===== config.mk =====
export PLATFORM = sky130hd
export DESIGN_NAME = bitrev_reader
export DESIGN_NICKNAME = d
export VERILOG_FILES = /design/src/rtl/fft_pkg.sv /design/src/rtl/out_fifo2.sv /design/src/rtl/bitrev_reader.sv
export SDC_FILE = /design/constraint.sdc
export NUM_CORES = 1
export LEC_CHECK = 0
export ABC_AREA = 1
export ABC_CLOCK_PERIOD_IN_PS = 4490
export BUFFER_PORTS_ARGS = -buffer_cell sky130_fd_sc_hd__buf_4
export CAP_MARGIN = 0
export CELL_PAD_IN_SITES_DETAIL_PLACEMENT = 0
export CELL_PAD_IN_SITES_GLOBAL_PLACEMENT = 1
export CORE_MARGIN = 3
export CORE_UTILIZATION = 35
export CTS_CLUSTER_DIAMETER = 150
export DETAILED_ROUTE_END_ITERATION = 10
export GPL_ROUTABILITY_DRIVEN = 0
export HOLD_SLACK_MARGIN = 0.05
export PLACE_DENSITY = 0.81
export SLEW_MARGIN = 0
export SYNTH_ARGS = -nofsm -noshare
export SYNTH_HDL_FRONTEND = slang
export SYNTH_HIERARCHICAL = 1
export SYNTH_SLANG_ARGS = --single-unit

===== constraint.sdc =====
create_clock -name clk -period 4.49 [get_ports clk]
set_clock_uncertainty 0.1 [all_clocks]
set_input_delay 0.898 -clock clk [delete_from_list [all_inputs] [get_ports clk]]
set_output_delay 0.898 -clock clk [all_outputs]
set_load 0.1 [all_outputs]

===== src/rtl/fft_pkg.sv =====
// Shared definitions for the FFT buffer readers: size limits, reader FSM states,
// and the k-bit address reversal used to fetch samples in bit-reversed order.
package fft_pkg;

  localparam int unsigned MAX_LOG2   = 12;
  localparam int unsigned DEF_ADDR_W = MAX_LOG2;

  typedef enum logic [1:0] {
    IDLE,
    READ,
    DRAIN
  } state_t;

  // Reversing all MAX_LOG2 bits and shifting right by MAX_LOG2-k
  // reverses only the low k bits and leaves the upper bits zero.
  function automatic logic [MAX_LOG2-1:0] bit_rev(input logic [MAX_LOG2-1:0] idx,
                                                  input logic [3:0]          k);
    logic [MAX_LOG2-1:0] full;
    full = {<<{idx}};
    return full >> (MAX_LOG2 - 32'(k));
  endfunction

endpackage


===== src/rtl/out_fifo2.sv =====
// Two-entry output buffer with valid/ready on both sides; the head entry stays
// stable until it is popped.
module out_fifo2 #(
  parameter int unsigned W = 8
) (
  input  logic         clk,
  input  logic         rst,
  input  logic         in_valid,
  output logic         in_ready,
  input  logic [W-1:0] in_data,
  output logic         out_valid,
  input  logic         out_ready,
  output logic [W-1:0] out_data
);

  logic [W-1:0] slot0, slot1;
  logic [1:0]   cnt;
  logic         push, pop;

  assign in_ready  = (cnt != 2'd2);
  assign out_valid = (cnt != 2'd0);
  assign out_data  = slot0;
  assign push      = in_valid && in_ready;
  assign pop       = out_valid && out_ready;

  always_ff @(posedge clk or posedge rst) begin
    if (rst) begin
      slot0 <= '0;
      slot1 <= '0;
      cnt   <= '0;
    end else begin
      case ({push, pop})
        2'b10: begin
          if (cnt == 2'd0) slot0 <= in_data;
          else             slot1 <= in_data;
          cnt <= cnt + 2'd1;
        end
        2'b01: begin
          slot0 <= slot1;
          cnt   <= cnt - 2'd1;
        end
        2'b11: begin
          if (cnt == 2'd1) begin
            slot0 <= in_data;
          end else begin
            slot0 <= slot1;
            slot1 <= in_data;
          end
        end
        default: ;
      endcase
    end
  end

endmodule


===== src/rtl/bitrev_reader.sv =====
// Reads a 2^k-point frame out of the sample buffer in bit-reversed address order
// and streams it downstream with natural-order indices over valid/ready.
module bitrev_reader
  import fft_pkg::*;
#(
  parameter int unsigned DATA_W = 32,
  parameter int unsigned ADDR_W = DEF_ADDR_W
) (
  input  logic              clk,
  input  logic              rst,
  input  logic              start,
  input  logic [3:0]        len_log2,
  output logic              rd_en,
  output logic [ADDR_W-1:0] rd_addr,
  input  logic [DATA_W-1:0] rd_data,
  output logic [DATA_W-1:0] o_data,
  output logic [ADDR_W-1:0] o_index,
  output logic              o_valid,
  input  logic              o_ready,
  output logic              o_last,
  output logic              busy,
  output logic              done,
  output logic              err
);

  localparam int unsigned FW = DATA_W + ADDR_W + 1;

  state_t            state, state_nx;
  logic [3:0]        k_q;
  logic [ADDR_W-1:0] idx_q, idx_nx, last_idx, all_ones;
  logic              rd_vld, pend_last;
  logic [ADDR_W-1:0] pend_idx;
  logic              f_in_ready, f_out_valid, f_pop;
  logic [FW-1:0]     f_out;
  logic [1:0]        occ;
  logic              k_ok, accept, issue_last, head_last;

  assign k_ok     = (len_log2 != 4'd0) && (32'(len_log2) <= ADDR_W);
  assign accept   = start && (state == IDLE) && !done && k_ok;
  assign all_ones = '1;
  assign last_idx = ~(all_ones << k_q);

  assign head_last = f_out[0];
  assign o_index   = f_out[ADDR_W:1];
  assign o_data    = f_out[FW-1:ADDR_W+1];
  assign o_valid   = f_out_valid;
  assign o_last    = f_out_valid && head_last;
  assign f_pop     = f_out_valid && o_ready;

  // Occupancy after this cycle: words held (out_valid + full) plus the read
  // landing now, minus a pop happening now. Counting the pop sustains 1 beat/cycle.
  assign occ        = 2'(f_out_valid) + 2'(!f_in_ready) + 2'(rd_vld) - 2'(f_pop);
  assign rd_en      = (state == READ) && (occ < 2'd2);
  assign rd_addr    = ADDR_W'(bit_rev(MAX_LOG2'(idx_q), k_q));
  assign issue_last = rd_en && (idx_q == last_idx);
  assign busy       = (state != IDLE) || done;

  always_comb begin
    state_nx = state;
    idx_nx   = idx_q;
    case (state)
      IDLE:  if (accept) state_nx = READ;
      READ: begin
        if (rd_en) idx_nx = issue_last ? '0 : idx_q + 1'b1;
        if (issue_last) state_nx = DRAIN;
      end
      DRAIN: if (f_pop && head_last) state_nx = IDLE;
      default: state_nx = IDLE;
    endcase
  end

  always_ff @(posedge clk or posedge rst) begin
    if (rst) begin
      state     <= IDLE;
      idx_q     <= '0;
      k_q       <= '0;
      rd_vld    <= 1'b0;
      pend_idx  <= '0;
      pend_last <= 1'b0;
      done      <= 1'b0;
      err       <= 1'b0;
    end else begin
      state  <= state_nx;
      idx_q  <= idx_nx;
      rd_vld <= rd_en;
      if (accept) k_q <= len_log2;
      if (rd_en) begin
        pend_idx  <= idx_q;
        pend_last <= issue_last;
      end
      done <= (state == DRAIN) && f_pop && head_last;
      err  <= start && !accept;
    end
  end

  out_fifo2 #(
    .W(FW)
  ) u_fifo (
    .clk      (clk),
    .rst      (rst),
    .in_valid (rd_vld),
    .in_ready (f_in_ready),
    .in_data  ({rd_data, pend_idx, pend_last}),
    .out_valid(f_out_valid),
    .out_ready(o_ready),
    .out_data (f_out)
  );

endmodule

==> results.sh, run 1 <==
export IMPL_clock_sinks=126
export IMPL_dr_first_iter_drc_count=386
export IMPL_fmax_mhz=240.9
export IMPL_whs_endpoint="u_fifo/out_data[37]"
export IMPL_worst_ep_required_time_ns=3.49
export IMPL_synthTopCellsByCount="462 x nand2_1, 146 x inv_1, 126 x dfrtp_1"
export IMPL_vias_per_cell=4.562
export IMPL_die_y_microns=150.5
export IMPL_n_antenna_cell=0
export IMPL_dr_pass1_iters=5
export IMPL_finalInstanceArea_sq_um=8757
export IMPL_drive_above_1_share_pct=14.11
export IMPL_clk_pin_slew_worst_paths_ns=0.07
export IMPL_synth_seq_cells=126
export IMPL_syn_to_final_growth_pct=19.91
export IMPL_ant_nets=0
export IMPL_cts_hold_buf=0
export IMPL_wire_per_inst_microns=13.02
export IMPL_syn_area_per_cell_sq_um=6.864
export IMPL_fin_nets=1203
export IMPL_cts_made_buffers=17
export IMPL_dp_cells=1400
export IMPL_synth_fp_nets=1118
export IMPL_clock_latency_ns=0.42
export IMPL_endpoint_kind="output port"
export IMPL_place_area_sq_um=8163
export IMPL_grt_max_degree=62
export IMPL_portBuffers=101
export IMPL_initial_utilization_pct=35.86
export IMPL_die_x_microns=150.5
export IMPL_vias=6533
export IMPL_r2r_cells=10
export IMPL_cp_max_fo=15
export IMPL_yosysMostFrequentCell="nand2_1"
export IMPL_slew_headroom_pct=40.86
export IMPL_yosysUniqueCellTypes=32
export IMPL_period_share_pct=92.46
export IMPL_tritoncts="done"
export IMPL_yosys_warnings=6
export IMPL_worst_pin_slew_ns=0.8870
export IMPL_maxSlewViolCount=0
export IMPL_ys_flop_type="dfrtp_1"
export IMPL_layout_cells_non_filler=1432
export IMPL_netlist_top_cells_area="dfrtp_1 43%, nand2_1 24%, inv_1 7.5%"
export IMPL_hold_path_startpoint="u_fifo/out_data[37]"
export IMPL_synthArstFlopShare_pct=100.0
export IMPL_worst_ep_arrival_time_ns=3.15
export IMPL_outcome="complete, no violations"
export IMPL_hpwl_mm=12.39
export IMPL_synth_top_cell_by_area="dfrtp_1"
export IMPL_grt_pass1_wl_mm=30.67
export IMPL_coreArea_sq_um=20360
export IMPL_max_clock_path_buffers=2
export IMPL_antenna_found_initial=1
export IMPL_post_route_min_period_ns=4.152
export IMPL_synth_top_area_share_pct=43.17
export IMPL_routed_wl_mm=18.64
export IMPL_r2r_slack_ns=1.63
export IMPL_rows=52
export IMPL_htree_levels=4
export IMPL_grt_setup_unrepaired="false"
export IMPL_syn_cell_area_sq_um=7303
export IMPL_route_detailed_drc=0
export IMPL_overflow=0
export IMPL_final_setup_tns_ns=0
export IMPL_synth_edf_count=0
export IMPL_setup_viol=0
export IMPL_grtUsageTotal_pct=16.97
export IMPL_synthCells=1064
export IMPL_hp_class="reg -> reg"
export IMPL_boundaryPins=102
export IMPL_synth_seq_area_share_pct=43.17
export IMPL_fp_dieArea_sq_um=22640
export IMPL_hold_viol_final=0
export IMPL_cap_violations=0
export IMPL_cts_resized=0
export IMPL_post_cts_setup_buffers=0
export IMPL_path_class="reg -> out"
export IMPL_r2r_start="u_fifo/cnt[0]"
export IMPL_grt_pass1_vias=5996
export IMPL_cts_root_buf="clkbuf_16"
export IMPL_timing_rr_end="u_fifo/slot1[27]"
export IMPL_startpoint_type="register"
export IMPL_min_path_cells=2
-- final cells by class --
type | instances | area, sq um
clock buffer | 18 | 439.2
clock inverter | 14 | 155.1
fill | 2141 | 11610
inverter | 152 | 573.1
multi-input combinational | 742 | 3273
sequential | 126 | 3153
tap | 270 | 337.8
timing repair buffer | 110 | 825.8
-- state kept, by name, indices dropped and copies added (netlist names) --
name	flops
u_fifo/out_data	45
u_fifo/slot1	45
idx_q	12
pend_idx	12
k_q	4
state	2
u_fifo/cnt	2
done	1
err	1
pend_last	1
rd_vld	1
-- worst max-delay path, stage by stage (launching register included) --
cell and delay [ns]:
dfrtp_1 0.60, inv_1 0.30, ha_1 0.35, ha_1 0.53, clkinv_1 0.32, nand2_1 0.14
nand2_1 0.05, a21oi_1 0.12, buf_4 0.31
-- through the flow --
stage	hold slack [ns]	utilization, %	setup slack [ns]
finish	0.3759	43.00	0.3383
global route	0.4002	43.00	0.08010
CTS	0.3822	43.00	0.3574
detailed placement	0.3662	40.08	0.8238
global placement	0.3649	40.08	0.8721
floorplan	0.3492	-	0.3953
-- worst max-delay path by stage --
stage	cells after the start	slack, ns	startpoint	end
6_report	8	0.34	k_q[0]	rd_addr[7]
5_1_grt	8	0.08	k_q[0]	rd_addr[7]
4_1_cts	8	0.36	k_q[0]	rd_addr[7]
3_5_place_dp	8	0.82	k_q[0]	rd_addr[7]
3_3_place_gp	8	0.87	k_q[0]	rd_addr[7]
2_1_floorplan	9	0.40	k_q[0]	rd_addr[7]
-- metal layers --
layer / share of wire (%) / wire length (microns) / global-route usage [%] / vias to the layer above
li1: - / - / - / 3386
met1: 48 / 8989 / 23.50 / 2985
met2: 46 / 8509 / 26.71 / 143
met3: 5.1 / 955 / 4.004 / 17
met4: 0.94 / 176 / 4.575 / 2
met5: 0.038 / 7 / 0 / -
-- cells by family (layout without fill, tap and decap cells) --
| logic type | count (synthesis) | in the layout | share of synthesized area [%] |
|---|---|---|---|
| simple gates | 638 | 638 | 35.46 |
| xor+xnor | 11 | 11 | 1.422 |
| flops | 126 | 126 | 43.17 |
| compound gates | 79 | 79 | 5.465 |
| buf+inv | 196 | 294 | 12.08 |
| fa+ha+maj | 14 | 14 | 2.399 |
-- placed cells by master (no fill, tap or decap), drive strengths merged --
master	n
dfrtp	126
clkbuf	18
o21ai	72
nand4	5
nor3b	1
or2	1
nand2	466
inv	155
nand3	75
a21oi	7
clkinvlp	2
xnor2	2
buf	110
xor2	9
nand2b	1
bufinv	2
ha	14
clkinv	7
nor3	8
nor2	81
Power of run 1 is not shown: default switching activity piles up to over one toggle a cycle in this logic, so the estimate is an artifact.
==> run 2, diff against run 1 <==
--- a/config.mk
+++ b/config.mk
@@ -18,5 +18,5 @@
 export GPL_ROUTABILITY_DRIVEN = 0
 export HOLD_SLACK_MARGIN = 0.05
-export PLACE_DENSITY = 0.81
+export PLACE_DENSITY = 0.69
 export SLEW_MARGIN = 0
 export SYNTH_ARGS = -nofsm -noshare
==> constraint.sdc (replaced) <==
create_clock -name clk -period 4.49 [get_ports clk]
set_clock_uncertainty 0.1 [all_clocks]
set_input_delay 0 -clock clk [delete_from_list [all_inputs] [get_ports clk]]
set_output_delay 0 -clock clk [all_outputs]
set_load 0.1 [all_outputs]
==> run 2 against run 1 <==
Compared with the run above:
- die area unchanged
- count of clock-buffer cells in the layout grew 2
- final cell count is 2.8% higher
- global-route usage up 0.52 points
- worst hold slack lost 0.22 ns
- sequential share of layout area is 1.5 points lower
- first-iteration DRC count decreased by 8.3%
- register-to-register slack got worse by 0.30 ns
- largest cell class unchanged
==> results.sh, run 2 (synthesized netlist as in run 1, its figures left out) <==
export IMPL_cts_made_buffers=17
export IMPL_maxSlewViolCount=0
export IMPL_n_antenna_cell=0
export IMPL_grt_max_degree=91
export IMPL_cts_root_buf="clkbuf_16"
export IMPL_endpoint_kind="output port"
export IMPL_hp_class="in -> async"
export IMPL_clock_latency_ns=0.42
export IMPL_boundaryPins=102
export IMPL_syn_to_final_growth_pct=25.03
export IMPL_outcome="complete, no violations"
export IMPL_dr_pass1_iters=6
export IMPL_coreArea_sq_um=20360
export IMPL_grt_setup_unrepaired="false"
export IMPL_clock_sinks=126
export IMPL_cap_violations=0
export IMPL_route_detailed_drc=0
export IMPL_dp_cells=1396
export IMPL_vias=6600
export IMPL_rows=52
export IMPL_path_class="reg -> out"
export IMPL_htree_levels=4
export IMPL_setup_viol=0
export IMPL_initial_utilization_pct=35.86
export IMPL_tritoncts="done"
export IMPL_grt_pass1_vias=6400
export IMPL_drive_above_1_share_pct=13.23
export IMPL_period_share_pct=74.50
export IMPL_grt_pass1_wl_mm=31.99
export IMPL_overflow=0
export IMPL_r2r_slack_ns=1.33
export IMPL_ant_nets=0
export IMPL_worst_ep_required_time_ns=4.39
export IMPL_hold_viol_final=0
export IMPL_die_y_microns=150.5
export IMPL_vias_per_cell=4.484
export IMPL_fp_dieArea_sq_um=22640
export IMPL_worst_ep_arrival_time_ns=3.24
export IMPL_clk_pin_slew_worst_paths_ns=0.06
export IMPL_dr_first_iter_drc_count=354
export IMPL_cp_max_fo=15
export IMPL_routed_wl_mm=18.76
export IMPL_grtUsageTotal_pct=17.49
export IMPL_portBuffers=101
export IMPL_fin_nets=1243
export IMPL_die_x_microns=150.5
export IMPL_post_cts_setup_buffers=0
export IMPL_antenna_found_initial=0
export IMPL_startpoint_type="register"
export IMPL_wire_per_inst_microns=12.74
export IMPL_layout_cells_non_filler=1472
export IMPL_final_cell_mix="462 x nand2_1, 145 x inv_1, 126 x dfrtp_1"
export IMPL_hpwl_mm=12.07
export IMPL_fmax_mhz=299.0
export IMPL_fill_cells=2165
export IMPL_post_route_min_period_ns=3.345
export IMPL_slew_headroom_pct=38.65
export IMPL_final_setup_tns_ns=0
export IMPL_final_common_cell="nand2_1"
export IMPL_max_clock_path_buffers=2
export IMPL_worst_pin_slew_ns=0.9203
==> run 2: cell types whose count changed in the layout (fill, tap and decap cells not counted), sizes merged <==
cell         change
dlygate4sd3     +44
buf              -4
inv              -3
bufinv           -2
clkbuf           +2
clkinvlp         +2
clkinv           +1
==> run 2: cell type report <==
class                   instances  area [sq um]  share of cell area [%]
clock inverters                12         88.84                  0.9729
multi-input cells             742          3273                   35.85
well taps                     270         337.8                   3.700
inverters                     152         573.1                   6.276
flip-flops and latches        126          3153                   34.53
repair buffers                150          1249                   13.68
clock buffers                  20         456.7                   5.001
==> run 2: final timing paths <==
kind                                           from                   to  depth (start not counted)
worst min register to register  u_fifo/out_data[12]  u_fifo/out_data[12]                          2
worst max register to register        u_fifo/cnt[0]     u_fifo/slot1[20]                          9
worst min-delay path                            rst               k_q[2]                          4
max in group asynchronous                       rst     u_fifo/slot1[18]                          4
min in group clk                        len_log2[3]               k_q[3]                          4
worst max-delay path                         k_q[0]           rd_addr[7]                          8
==> run 2: what timing repair did <==
| action | 4_1_cts | 5_1_grt |
|---|---|---|
| hold endpoints to repair | 172 | 0 |
| resized for setup | 0 | 0 |
| endpoints found under the setup margin | 0 | 0 |
| hold buffers | 44 | 0 |
==> run 2: metrics by stage <==
stage                     setup slack [ns]  area (sq um)  util, %  hold WS (ns)
after floorplan                     0.7300          7303        -      0.006232
after global placement               1.373          8145    40.00       0.05308
after detailed placement             1.265          8145    40.00       0.06136
after CTS                            1.143          9131    44.84        0.1651
after global routing                0.8251          9131    44.84        0.2132
final                                1.145          9131    44.84        0.1521
==> run 2: layer usage <==
metal / vias to the layer above / track usage (%) / wire [microns]
met5: - / 0 / 0
met4: 0 / 3.934 / 137
met3: 12 / 3.733 / 695
met2: 121 / 28.12 / 8464
met1: 3010 / 24.28 / 9457
li1: 3457 / - / -
==> run 2: worst max-delay path, stage by stage, from the launching register on <==
cell	delay (ns)
dfrtp_1	0.63
inv_1	0.33
ha_1	0.36
ha_1	0.55
clkinv_1	0.33
nand2_1	0.14
nand2_1	0.05
a21oi_1	0.12
buf_4	0.31
Power of run 2 is left out for the same reason.
==> run 3, diff against run 2 <==
ABC_CLOCK_PERIOD_IN_PS = 3000   (was 4490)
PLACE_DENSITY = 0.71   (was 0.69)
clock period = 3 ns   (was 4.49 ns; I/O delays follow)
==> run 3 against run 2 <==
Compared with the run above:
- register-to-register slack worse by 0.82 ns
- final area increased by 2.1%
- final cell count is 0.41% higher
- first-iteration DRC count is 8.2% lower
- utilization grew 0.93 points
- count of clock-buffer cells in the layout down 1
- worst hold slack improved by 0.0017 ns
- largest cell class unchanged
==> results.sh, run 3 (synthesized netlist as in run 1, its figures left out) <==
export IMPL_htree_levels=4
export IMPL_fp_dieArea_sq_um=22640
export IMPL_utilization_pct=45.77
export IMPL_ant_nets=0
export IMPL_grt_max_degree=59
export IMPL_post_route_min_period_ns=2.762
export IMPL_maxSlewViolCount=0
export IMPL_vias=6523
export IMPL_slowest_stage="dfrtp_1"
export IMPL_routed_wl_mm=18.40
export IMPL_die_x_microns=150.5
export IMPL_timing_rr_end="pend_idx[11]"
export IMPL_dr_pass1_iters=4
export IMPL_dr_first_iter_drc_count=325
export IMPL_fill_cells=2156
export IMPL_boundaryPins=102
export IMPL_clock_latency_ns=0.41
export IMPL_hp_class="in -> async"
export IMPL_endpoint_kind="output port"
export IMPL_wire_per_inst_microns=12.45
export IMPL_tritoncts="done"
export IMPL_initial_utilization_pct=35.86
export IMPL_grt_pass1_vias=6251
export IMPL_grt_setup_unrepaired="false"
export IMPL_route_detailed_drc=0
export IMPL_syn_to_final_growth_pct=27.62
export IMPL_period_share_pct=92.07
export IMPL_n_antenna_cell=0
export IMPL_r2r_cells=13
export IMPL_drive_above_1_share_pct=14.65
export IMPL_slew_headroom_pct=48.59
export IMPL_coreArea_sq_um=20360
export IMPL_portBuffers=101
export IMPL_die_y_microns=150.5
export IMPL_cts_root_buf="clkbuf_16"
export IMPL_cp_cell_sequence="inv_1 > ha_2 > inv_2 > nand2_1 > inv_1 > ha_1 > inv_1 > ha_1 > a21oi_1 > nand2b_1 > nand3_1 > inv_2 > buf_12 > buf_12"
export IMPL_final_cell_mix="462 x nand2_1, 144 x inv_1, 126 x dfrtp_1"
export IMPL_grt_pass1_wl_mm=31.47
export IMPL_hpwl_mm=12.40
export IMPL_clk_pin_slew_worst_paths_ns=0.06
export IMPL_slowest_delay_ns=0.41
export IMPL_worst_ep_arrival_time_ns=2.66
export IMPL_antenna_found_initial=0
export IMPL_post_cts_setup_buffers=0
export IMPL_clock_sinks=126
export IMPL_setup_viol=0
export IMPL_worst_ep_required_time_ns=2.90
export IMPL_grtUsageTotal_pct=17.38
export IMPL_startpoint_type="register"
export IMPL_max_clock_path_buffers=2
export IMPL_overflow=0
export IMPL_cp_common_cell="inv_1"
export IMPL_r2r_slack_ns=0.51
export IMPL_final_common_cell="nand2_1"
export IMPL_worst_pin_slew_ns=0.7711
export IMPL_fin_nets=1249
export IMPL_cap_violations=0
export IMPL_r2r_start="u_fifo/cnt[0]"
export IMPL_cp_startpoint="u_fifo/cnt[0]"
export IMPL_vias_per_cell=4.413
export IMPL_hold_viol_final=0
export IMPL_outcome="complete, no violations"
export IMPL_path_class="reg -> out"
export IMPL_cp_max_fo=16
export IMPL_fmax_mhz=362.0
export IMPL_cts_made_buffers=17
export IMPL_rows=52
## run 3: cell count changes in the layout (fill, tap and decap cells not counted), sizes merged
| cell | change |
|---|---|
| buf | +10 |
| dlygate4sd3 | -4 |
| bufinv | +2 |
| clkbuf | -1 |
| inv | -1 |
## run 3: area by class of cell
cell class	instances	area [sq um]	area share [%]
inverter	152	573.1	6.148
clock buffer	19	452.9	4.860
sequential	126	3153	33.83
clock inverter	13	140.1	1.504
timing repair buffer	156	1371	14.71
tap	270	337.8	3.625
multi-input combinational	742	3292	35.32
## run 3: worst max path at each step
stage,to,cells after the start
after global placement,state[0],16
final,rd_en,14
after detailed placement,state[0],16
after floorplan,rd_addr[9],7
after CTS,rd_en,14
after global routing,rd_en,14
## run 3: per-layer routing
metal  part of all wire (%)  global-route usage [%]
met5                      0                       0
met2                     46                   28.01
met3                    3.9                   3.522
met1                     50                   24.28
met4                   0.59                   3.705
## run 3: through the flow
stage / area, sq um / cells / setup TNS [ns] / worst slack (ns) / hold WS (ns)
after floorplan: 7320 / 1064 / -0.006814 / -0.006814 / 0.006232
after global placement: 8299 / 1406 / 0 / 0.4461 / 0.05724
after detailed placement: 8299 / 1406 / 0 / 0.3970 / 0.06280
after CTS: 9296 / 1478 / 0 / 0.04006 / 0.1644
after global routing: 9320 / 1478 / 0 / 0.02244 / 0.1940
final: 9320 / 1478 / 0 / 0.2378 / 0.1538
## run 3: timing repair
| action | 4_1_cts | 5_1_grt |
|---|---|---|
| gates cloned | 0 | 0 |
| hold endpoints to repair | 165 | 0 |
| resized for setup | 1 | 7 |
| hold buffers | 40 | 0 |
| endpoints found under the setup margin | 1 | 1 |
## run 3: critical path: cells and delay by family (launching register included)
family                   cells  cell delay, ns
AO/OA/AOI/OAI                1            0.17
buffers and inverters        7            0.68
adder cells (fa/ha/maj)      3            0.70
flip-flops                   1            0.41
AND/OR/NAND/NOR              3            0.28
Power of run 3 is left out for the same reason.
